$ cat src/rtl/issue_stage_if.sv
// Instruction-memory fetch port between the issue stage (master) and the
// instruction memory (slave): one request outstanding, response strobed by imem_valid.
interface issue_stage_if;
  logic        imem_req;
  logic [31:0] imem_addr;
  logic [31:0] imem_rdata;
  logic        imem_valid;

  modport master (
    output imem_req,
    output imem_addr,
    input  imem_rdata,
    input  imem_valid
  );

  modport slave (
    input  imem_req,
    input  imem_addr,
    output imem_rdata,
    output imem_valid
  );
endinterface

$ cat src/rtl/issue_stage.sv
// CPU front end: fetch, IF/ID register with a one-entry skid buffer, hazard
// stall on the register-file pause code, branch flush and issue into execute.
module issue_stage #(
  parameter logic [31:0] RESET_PC = 32'h0000_0000
) (
  input  logic          clk,
  input  logic          rst,
  issue_stage_if.master imem,
  input  logic          branch_taken,
  input  logic [31:0]   branch_target,
  input  logic [1:0]    pause,
  output logic [4:0]    read_addr1,
  output logic [4:0]    read_addr2,
  output logic [4:0]    collision_addr,
  output logic          ex_valid,
  output logic [31:0]   ex_instr,
  output logic [31:0]   ex_pc
);

  typedef enum logic [1:0] {
    BOOT  = 2'd0,
    FETCH = 2'd1,
    PARK  = 2'd2,
    FLUSH = 2'd3
  } state_t;

  state_t      state_q, state_d;
  logic [31:0] pc_q, pc_d;
  logic [31:0] pc_plus4;
  logic        id_valid_q, id_valid_d;
  logic [31:0] id_instr_q, id_instr_d;
  logic [31:0] id_pc_q, id_pc_d;
  logic        skid_valid_q, skid_valid_d;
  logic [31:0] skid_instr_q, skid_instr_d;
  logic [31:0] skid_pc_q, skid_pc_d;
  logic        ex_valid_q, ex_valid_d;
  logic [31:0] ex_instr_q, ex_instr_d;
  logic [31:0] ex_pc_q, ex_pc_d;
  logic        issue;
  logic        slot_free;
  logic        req;

  // Register written by the instruction, 0 when it writes none (or only $0 by jr).
  function automatic logic [4:0] dest_reg(input logic [31:0] instr);
    logic [5:0] op;
    op       = instr[31:26];
    dest_reg = 5'd0;
    if (op == 6'h00) begin
      if (instr[5:0] != 6'h08)
        dest_reg = instr[15:11];
    end else if (op == 6'h03) begin
      dest_reg = 5'd31;
    end else if ((op >= 6'h08 && op <= 6'h0F) || op == 6'h23) begin
      dest_reg = instr[20:16];
    end
  endfunction

  assign issue     = id_valid_q && (pause == 2'b00) && !branch_taken;
  assign slot_free = !id_valid_q || issue;
  assign pc_plus4  = pc_q + 32'd4;

  always_comb begin
    state_d      = state_q;
    pc_d         = pc_q;
    id_valid_d   = id_valid_q;
    id_instr_d   = id_instr_q;
    id_pc_d      = id_pc_q;
    skid_valid_d = skid_valid_q;
    skid_instr_d = skid_instr_q;
    skid_pc_d    = skid_pc_q;
    req          = 1'b0;

    if (issue)
      id_valid_d = 1'b0;

    case (state_q)
      BOOT: begin
        state_d = FETCH;
      end

      FETCH: begin
        req = 1'b1;
        if (branch_taken) begin
          pc_d       = branch_target;
          id_valid_d = 1'b0;
          state_d    = imem.imem_valid ? FETCH : FLUSH;
        end else if (imem.imem_valid) begin
          pc_d = pc_plus4;
          if (slot_free) begin
            id_valid_d = 1'b1;
            id_instr_d = imem.imem_rdata;
            id_pc_d    = pc_q;
          end else begin
            skid_valid_d = 1'b1;
            skid_instr_d = imem.imem_rdata;
            skid_pc_d    = pc_q;
            state_d      = PARK;
          end
        end
      end

      PARK: begin
        if (branch_taken) begin
          skid_valid_d = 1'b0;
          id_valid_d   = 1'b0;
          pc_d         = branch_target;
          state_d      = FETCH;
        end else if (slot_free && skid_valid_q) begin
          id_valid_d   = 1'b1;
          id_instr_d   = skid_instr_q;
          id_pc_d      = skid_pc_q;
          skid_valid_d = 1'b0;
          state_d      = FETCH;
        end
      end

      FLUSH: begin
        // The stale response of the abandoned path must drain before refetching.
        if (branch_taken) begin
          pc_d       = branch_target;
          id_valid_d = 1'b0;
        end
        if (imem.imem_valid)
          state_d = FETCH;
      end

      default: begin
        state_d = BOOT;
      end
    endcase
  end

  always_comb begin
    ex_valid_d = issue;
    ex_instr_d = issue ? id_instr_q : ex_instr_q;
    ex_pc_d    = issue ? id_pc_q    : ex_pc_q;
  end

  always_ff @(posedge clk or negedge rst) begin
    if (!rst) begin
      state_q      <= BOOT;
      pc_q         <= RESET_PC;
      id_valid_q   <= 1'b0;
      id_instr_q   <= 32'd0;
      id_pc_q      <= 32'd0;
      skid_valid_q <= 1'b0;
      skid_instr_q <= 32'd0;
      skid_pc_q    <= 32'd0;
      ex_valid_q   <= 1'b0;
      ex_instr_q   <= 32'd0;
      ex_pc_q      <= 32'd0;
    end else begin
      state_q      <= state_d;
      pc_q         <= pc_d;
      id_valid_q   <= id_valid_d;
      id_instr_q   <= id_instr_d;
      id_pc_q      <= id_pc_d;
      skid_valid_q <= skid_valid_d;
      skid_instr_q <= skid_instr_d;
      skid_pc_q    <= skid_pc_d;
      ex_valid_q   <= ex_valid_d;
      ex_instr_q   <= ex_instr_d;
      ex_pc_q      <= ex_pc_d;
    end
  end

  assign imem.imem_req  = req;
  assign imem.imem_addr = pc_q;

  assign read_addr1     = id_valid_q ? id_instr_q[25:21] : 5'd0;
  assign read_addr2     = id_valid_q ? id_instr_q[20:16] : 5'd0;
  assign collision_addr = issue ? dest_reg(id_instr_q) : 5'd0;

  assign ex_valid = ex_valid_q;
  assign ex_instr = ex_instr_q;
  assign ex_pc    = ex_pc_q;

endmodule

$ cat src/flat_wrapper.sv
// flat-port wrapper written by rule: the top's interface ports become plain ports
module issue_stage_flat 
#(
  parameter logic [31:0] RESET_PC = 32'h0000_0000
)
  (clk, rst, branch_taken, branch_target, pause, read_addr1, read_addr2, collision_addr, ex_valid, ex_instr, ex_pc, imem_imem_req, imem_imem_addr, imem_imem_rdata, imem_imem_valid);
  issue_stage_if imem_i ();
  input  logic clk;
  input  logic rst;
  input  logic branch_taken;
  input  logic [31:0] branch_target;
  input  logic [1:0] pause;
  output logic [4:0] read_addr1;
  output logic [4:0] read_addr2;
  output logic [4:0] collision_addr;
  output logic ex_valid;
  output logic [31:0] ex_instr;
  output logic [31:0] ex_pc;
  output wire logic [$bits(imem_i.imem_req)-1:0] imem_imem_req;
  output wire logic [$bits(imem_i.imem_addr)-1:0] imem_imem_addr;
  input wire logic [$bits(imem_i.imem_rdata)-1:0] imem_imem_rdata;
  input wire logic [$bits(imem_i.imem_valid)-1:0] imem_imem_valid;
  assign imem_imem_req = imem_i.imem_req;
  assign imem_imem_addr = imem_i.imem_addr;
  assign imem_i.imem_rdata = imem_imem_rdata;
  assign imem_i.imem_valid = imem_imem_valid;
  issue_stage #(.RESET_PC(RESET_PC)) u_core (.clk(clk), .rst(rst), .imem(imem_i), .branch_taken(branch_taken), .branch_target(branch_target), .pause(pause), .read_addr1(read_addr1), .read_addr2(read_addr2), .collision_addr(collision_addr), .ex_valid(ex_valid), .ex_instr(ex_instr), .ex_pc(ex_pc));
endmodule
$ cat config.mk
export PLATFORM = sky130hd
export DESIGN_NAME = issue_stage_flat
export DESIGN_NICKNAME = d
export VERILOG_FILES = /design/src/rtl/issue_stage_if.sv /design/src/rtl/issue_stage.sv /design/src/flat_wrapper.sv
export SDC_FILE = /design/constraint.sdc
export NUM_CORES = 1
export LEC_CHECK = 0
export CORE_MARGIN = 8
export CORE_UTILIZATION = 55
export CTS_BUF_LIST = sky130_fd_sc_hd__clkbuf_4 sky130_fd_sc_hd__clkbuf_8
export CTS_CLUSTER_SIZE = 8
export DETAILED_ROUTE_END_ITERATION = 8
export PLACE_DENSITY = 0.83
export SETUP_SLACK_MARGIN = 0.3
export SYNTH_ARGS = -nofsm -noshare
export SYNTH_HDL_FRONTEND = slang
export SYNTH_SLANG_ARGS = --single-unit
$ cat constraint.sdc
create_clock -name clk -period 2.8 [get_ports clk]
set_input_delay 0.56 -clock clk [delete_from_list [all_inputs] [get_ports clk]]
set_output_delay 0.56 -clock clk [all_outputs]
set_load 0.01 [all_outputs]
# Yosys cells after proc, flatten, opt, wreduce, memory -nomap -nowiden
# Cells that the tools add are included.
# totals
input_bits	70
reg_bits	229
memories	0
rom_bits	0
ramBits	0
latch_bits	0
output_inout_bits	113
# op_classes
mul	0
addsub	1
n_div	0
reduce_logical	19
n_bitwise	2
magnitude_cmp	2
n_eq_ne	17
shift	0
n_mux	46
# ops
cell	n
32-bit 2-to-1 mux	13
32-bit case mux with 2 select lines	3
5-bit 2-to-1 mux	7
32-bit by 3-bit adder with 32-bit output (second input constant)	1
2-bit 2-to-1 mux	7
1-bit 2-to-1 mux	13
2-bit != test (second input constant)	5
2-bit case mux with 4 select lines	1
4-bit AND reduction	2
6-bit by 2-bit equality test with 1-bit output (second input constant)	1
6-bit equality test (second input constant)	1
6-bit by 4-bit greater-or-equal comparator with 1-bit output (second input constant)	1
6-bit by 4-bit less-or-equal comparator with 1-bit output (second input constant)	1
6-bit logical NOT	1
2-bit by 1-bit != test with 1-bit output (second input constant)	3
3-bit != test (second input constant)	2
6-bit by 4-bit != test with 1-bit output (second input constant)	1
6-bit AND reduction	1
5-bit AND reduction	1
2-bit equality test (second input constant)	2
1-bit logical AND	4
2-bit logical NOT	2
2-bit nonzero test	2
3-bit by 2-bit != test with 1-bit output (second input constant)	1
8 further kinds	11

# Logic depth before layout (Yosys ltp)
# logic_depth
ltp_word	8
mapped_depth	7

# Worst setup path after synthesis
# Ideal clock, no wire load.
# synth_timing
kind	input-to-output
startpoint	in branch_taken
endpoint	out collision_addr[0]
arrival_ps	1978
n_path_buf	2
stages	6
path_slack_ps	262
path_cell_list	clkbuf_1 > nor4b_1 > buf_2 > o31a_1 > a21oi_1 > o21ba_2
# synth_via
elab_chain_cells	3
# synth_lines
element	line	text
start: declaration	flat_wrapper.sv:10	input logic branch_taken;
1-bit logical NOT	issue_stage.sv:58	assign issue = id_valid_q && (pause == 2'b00) && !branch_taken;
1-bit logical AND	issue_stage.sv:58	
5-bit 2-to-1 mux	issue_stage.sv:172	assign collision_addr = issue ? dest_reg(id_instr_q) : 5'd0;
end: declaration	flat_wrapper.sv:15	output logic [4:0] collision_addr;
# Every way passes these cells.

# Final worst setup path
# layout_timing
startpoint	reg u_core.id_instr_q[1]
endpoint	out collision_addr[4]
# layout_via
elab_chain_cells	4
# layout_lines
element	line	text
start: declaration	issue_stage.sv:31	logic [31:0] id_instr_q, id_instr_d;
start signal: assignment	issue_stage.sv:156	id_instr_q <= id_instr_d;
6-bit by 4-bit != test with 1-bit output	issue_stage.sv:49	if (instr[5:0] != 6'h08)
5-bit 2-to-1 mux	issue_stage.sv:49	
5-bit 2-to-1 mux	issue_stage.sv:48	if (op == 6'h00) begin
5-bit 2-to-1 mux	issue_stage.sv:172	
# Every way passes these cells.

==> results.txt <==
The run finished, with violations left. The final reports fail on negative setup slack. The tools report the worst-case register-to-register setup slack as 590 ps. The endpoint identified for the worst register-to-register timing path is u_core.imem.imem_addr[28].

The filler cells instantiated in the layout total 1256. During I/O placement, the number of pins put on the boundary was 183. Net switching is 29.35% of the power. The insertion delay of the later-clocked pin in the worst-skew pair is 510 ps, and the number of endpoints with negative hold slack in the final report is 0. For the number of maximum-capacitance violations, the log shows 0. For the maximum clock path buffer count, the log shows 3. In this run the remaining antenna-violating nets after routing total 0. Number of core rows: 50. The run gives 3.439 mW as the net switching power of the design. Across the VDD grid, the largest voltage drop is 0.5620 mV. The final max-slew violation count is 0. The combined area of all synthesized cells was 0.01020 mm^2. For this run, the leading register cell type out of synthesis is sky130_fd_sc_hd__dfrtp_1.

Synthesis handed over a netlist of 856 instances. The maximum net fanout on the critical path is 4. Combined area of the multi-input logic cells: 0.004289 mm^2. The launch instance of the worst register-to-register path was u_core.imem.imem_addr[2]. After clock tree synthesis, the clock-pin slew on the worst setup and hold paths is 60 ps. The total number of H-tree levels is 2.

For the initial standard-cell utilization of the core, the log shows 55.29%. Number of warnings issued by yosys: 0. Critical path start-end classification: register to primary output. The combinational share of power was 29.2%; the vertical extent of the die was 152.2 um.

The number of placed cells counting well taps came out at 1237. At the pin with the least slew margin, the transition time is 697.1 ps. STA classifies the critical path endpoint as a primary output. Setup violations remaining at the end of the flow were counted as 3. The clock network burns 25.0% of the power. The average wire per cell in the routed design was 19.92 um; the total wire length was 26.13 mm. Dividing the synthesized area by the synthesized cell count gives 11.92 um^2. The floorplan die area was 0.02317 mm^2. The synthesized design contains 229 register bits. For the final antenna diode count, the log shows 0. Internal power comes to 8.280 mW.

STA classifies the critical path startpoint as a register. The number of remaining DRC errors is 0. Across the whole layout, storage elements account for 0.005732 mm^2. The via count normalized by instance count was 5.911; the post-synthesis net count was 927. Counting the buffers created by CTS gives 39. The number of global-route vias before repair came out at 7924.

Synthesis instantiated 56 different standard cells from the library. TritonCTS built the clock tree. For the leakage power, the log shows 5.822 nW. Maximum clock frequency: 348.3 MHz.

The portion of the post-synthesis area used by sequential elements was 56.15%; the data arrival time at the worst-slack endpoint was 2310 ps. The growth of design area from synthesis to finish was 30.36%; the number of cells traversed by the worst register-to-register path was 5. Setup repair after global routing could not meet its margin everywhere. Headroom to the max-slew limit came out at 53.50%. The die is 152.2 um wide.

After the flow finishes, the layout carries non-filler instances totaling 1312. The shortest clock period the worst path allows after layout is 2871 ps. The tools report the clock root buffer as sky130_fd_sc_hd__clkbuf_8. The run gives 77 as the maximum number of pins on one net before global-route repair. Leftover overflow at the end of global routing: 0. The logs give 45.8% for the sequential fraction of design power and 229 for the total clock sinks.

The power per unit of standard cell area came out at 881.0 mW/mm^2. At the end of the flow, the number of nets in the layout was 1126. The final worst clock skew is 15.11 ps, and the share of layout cells above drive strength 1 is 24.95%. The worst endpoint required time came out at 2240 ps. The async set-or-reset flop fraction in the synthesized netlist came out at 100.0%. The number of enable flip-flop cells after synthesis is 0, and the placeable core region is 0.01846 mm^2. The count of buffers added on input and output ports is 182.

The path type of the worst min-delay path is input pin to asynchronous set/reset pin. The routed layout has 7755 vias. The post-layout utilization of the core came out at 72.08%. The run gives -71.19 ps as the setup slack of the critical path after layout.

The number of antenna violations at the first check in global routing is 1. The detailed router finished its first iteration with 529 violations. The number of detailed-route iterations in the first pass is 5, and the sum of net half-perimeters after detailed placement is 17.49 mm.

Total track usage: 22.31%. The routability congestion estimate is 0.8572, and the wire length of the first global-routing pass is 42.50 mm. Of the available clock period, the critical path in the final layout requires 102.5%.
==> Yosys cell counts (2+ instances only) <==
cell type	number	area [um^2]
sky130_fd_sc_hd__a211oi_1	5	37.54
sky130_fd_sc_hd__a21o_1	2	15.01
sky130_fd_sc_hd__a21oi_1	89	445.4
sky130_fd_sc_hd__a2bb2oi_1	4	35.03
sky130_fd_sc_hd__a311oi_1	8	70.07
sky130_fd_sc_hd__a31o_2	2	17.52
sky130_fd_sc_hd__a31oi_1	3	18.77
sky130_fd_sc_hd__a32oi_1	7	61.31
sky130_fd_sc_hd__a41oi_1	2	17.52
sky130_fd_sc_hd__and2_1	14	87.58
sky130_fd_sc_hd__and3_1	2	12.51
sky130_fd_sc_hd__and4_1	6	52.55
sky130_fd_sc_hd__buf_1	5	18.77
sky130_fd_sc_hd__buf_2	19	95.09
sky130_fd_sc_hd__clkbuf_1	40	150.1
sky130_fd_sc_hd__dfrtp_1	229	5731
sky130_fd_sc_hd__inv_1	3	11.26
sky130_fd_sc_hd__mux2_2	130	1464
sky130_fd_sc_hd__mux2i_1	65	650.6
sky130_fd_sc_hd__nand2_1	25	93.84
sky130_fd_sc_hd__nand2b_1	2	12.51
sky130_fd_sc_hd__nand3_1	14	70.07
sky130_fd_sc_hd__nand3b_1	3	22.52
sky130_fd_sc_hd__nand4_1	6	37.54
sky130_fd_sc_hd__nand4_2	2	25.02
sky130_fd_sc_hd__nor2_1	82	307.8
sky130_fd_sc_hd__nor2b_1	2	12.51
sky130_fd_sc_hd__nor3_1	6	30.03
sky130_fd_sc_hd__nor3b_1	5	37.54
sky130_fd_sc_hd__nor4_1	2	12.51
sky130_fd_sc_hd__o211ai_1	2	15.01
sky130_fd_sc_hd__o21ai_0	14	70.07
sky130_fd_sc_hd__o21ba_2	5	50.05
sky130_fd_sc_hd__o22a_1	2	17.52
sky130_fd_sc_hd__o22ai_1	7	43.79
sky130_fd_sc_hd__o311ai_0	4	35.03
sky130_fd_sc_hd__o31a_1	3	26.28
sky130_fd_sc_hd__o32ai_1	7	61.31
sky130_fd_sc_hd__o41ai_1	2	17.52
sky130_fd_sc_hd__or2_2	4	25.02
sky130_fd_sc_hd__or3_1	4	25.02
sky130_fd_sc_hd__or4_1	4	30.03
==> metal layers <==
layer	routed length, um	global-route usage, %	part of all wire [%]
met3	2359	6.920	9.0
met1	11010	28.73	42
met4	461	5.902	1.8
met5	13	0	0.050
met2	12280	36.04	47
==> stage by stage <==
step	hold WS, ps	instance area (um^2)	total power [mW]	TNS, ps	setup WS (ps)
5_1_grt	44.31	13300	12.40	-472.6	-132.1
3_3_place_gp	487.9	12400	8.632	-1214	-255.9
2_1_floorplan	264.4	10210	6.905	0	384.0
3_5_place_dp	492.9	12400	8.809	-1486	-306.7
6_report	14.61	13300	11.72	-205.1	-71.19
4_1_cts	21.41	13260	11.80	-342.0	-113.6
==> power groups by stage <==
stage	Combinational, mW	Clock [mW]	Sequential [mW]
4_1_cts	3.44	3.00	5.37
3_5_place_dp	3.40	0	5.41
2_1_floorplan	1.49	0	5.42
6_report	3.42	2.92	5.37
5_1_grt	3.71	3.15	5.54
3_3_place_gp	3.29	0	5.34
==> registers in the layout, summed over array words and instances, names as in the netlist, 2 cells and up <==
signal,flops
u_core.id_pc_q,32
u_core.skid_pc_q,32
u_core.ex_pc,32
u_core.ex_instr,32
u_core.state_q,2
u_core.id_instr_q,32
u_core.skid_instr_q,32
u_core.imem.imem_addr,32
==> logic make-up after synthesis <==
family / synth area share, %
AO/OA/AOI/OAI: 10.85
buffers and inverters: 2.771
XOR/XNOR: 0.08584
AND/OR/NAND/NOR: 9.294
multiplexers: 20.72
flip-flops: 56.16
adder cells (fa/ha/maj): 0.1226
==> what timing repair did <==
item,CTS,global route
setup endpoints to repair,5,6
buffers inserted,6,5
gates resized for setup,33,3
hold buffers,0,0
pin swaps,6,5
==> area by class of cell <==
type | count | share of cell area (%)
tap | 234 | 2.201
clock buffer | 62 | 5.615
clock inverter | 2 | 0.1129
inverter | 3 | 0.08465
multi-input combinational | 559 | 32.24
sequential | 229 | 43.09
timing repair buffer | 223 | 16.66
==> worst max-delay path, stage by stage (launching register included) <==
cell	delay (ps)
sky130_fd_sc_hd__dfrtp_1	380
sky130_fd_sc_hd__or4b_4	560
sky130_fd_sc_hd__o31a_1	310
sky130_fd_sc_hd__buf_4	160
sky130_fd_sc_hd__a21oi_2	120
sky130_fd_sc_hd__o21ba_4	160
sky130_fd_sc_hd__buf_6	110
==> placed cells by master (no fill, tap or decap), types with 8 or more instances in the layout <==
master / Yosys / routed
sky130_fd_sc_hd__a21oi_1: 89 / 85
sky130_fd_sc_hd__a311oi_1: 8 / 8
sky130_fd_sc_hd__and2_1: 14 / 14
sky130_fd_sc_hd__buf_4: 1 / 35
sky130_fd_sc_hd__clkbuf_4: 0 / 17
sky130_fd_sc_hd__clkbuf_8: 0 / 45
sky130_fd_sc_hd__clkdlybuf4s50_1: 0 / 176
sky130_fd_sc_hd__dfrtp_1: 229 / 228
sky130_fd_sc_hd__mux2_2: 130 / 130
sky130_fd_sc_hd__mux2i_1: 65 / 65
sky130_fd_sc_hd__nand2_1: 25 / 25
sky130_fd_sc_hd__nand3_1: 14 / 14
sky130_fd_sc_hd__nor2_1: 82 / 80
sky130_fd_sc_hd__o21ai_0: 14 / 14
==> how the worst max path moves through the flow <==
| stage | from | end | slack [ps] | depth (start not counted) |
|---|---|---|---|---|
| floorplan | branch_taken | collision_addr[0] | 380 | 6 |
| global placement | branch_taken | collision_addr[1] | -260 | 6 |
| detailed placement | branch_taken | collision_addr[1] | -310 | 6 |
| CTS | u_core.id_instr_q[0] | collision_addr[1] | -110 | 6 |
| global route | u_core.id_instr_q[1] | collision_addr[4] | -130 | 6 |
| finish | u_core.id_instr_q[1] | collision_addr[4] | -70 | 6 |
Note: power is estimated with default switching activity, not from simulation.
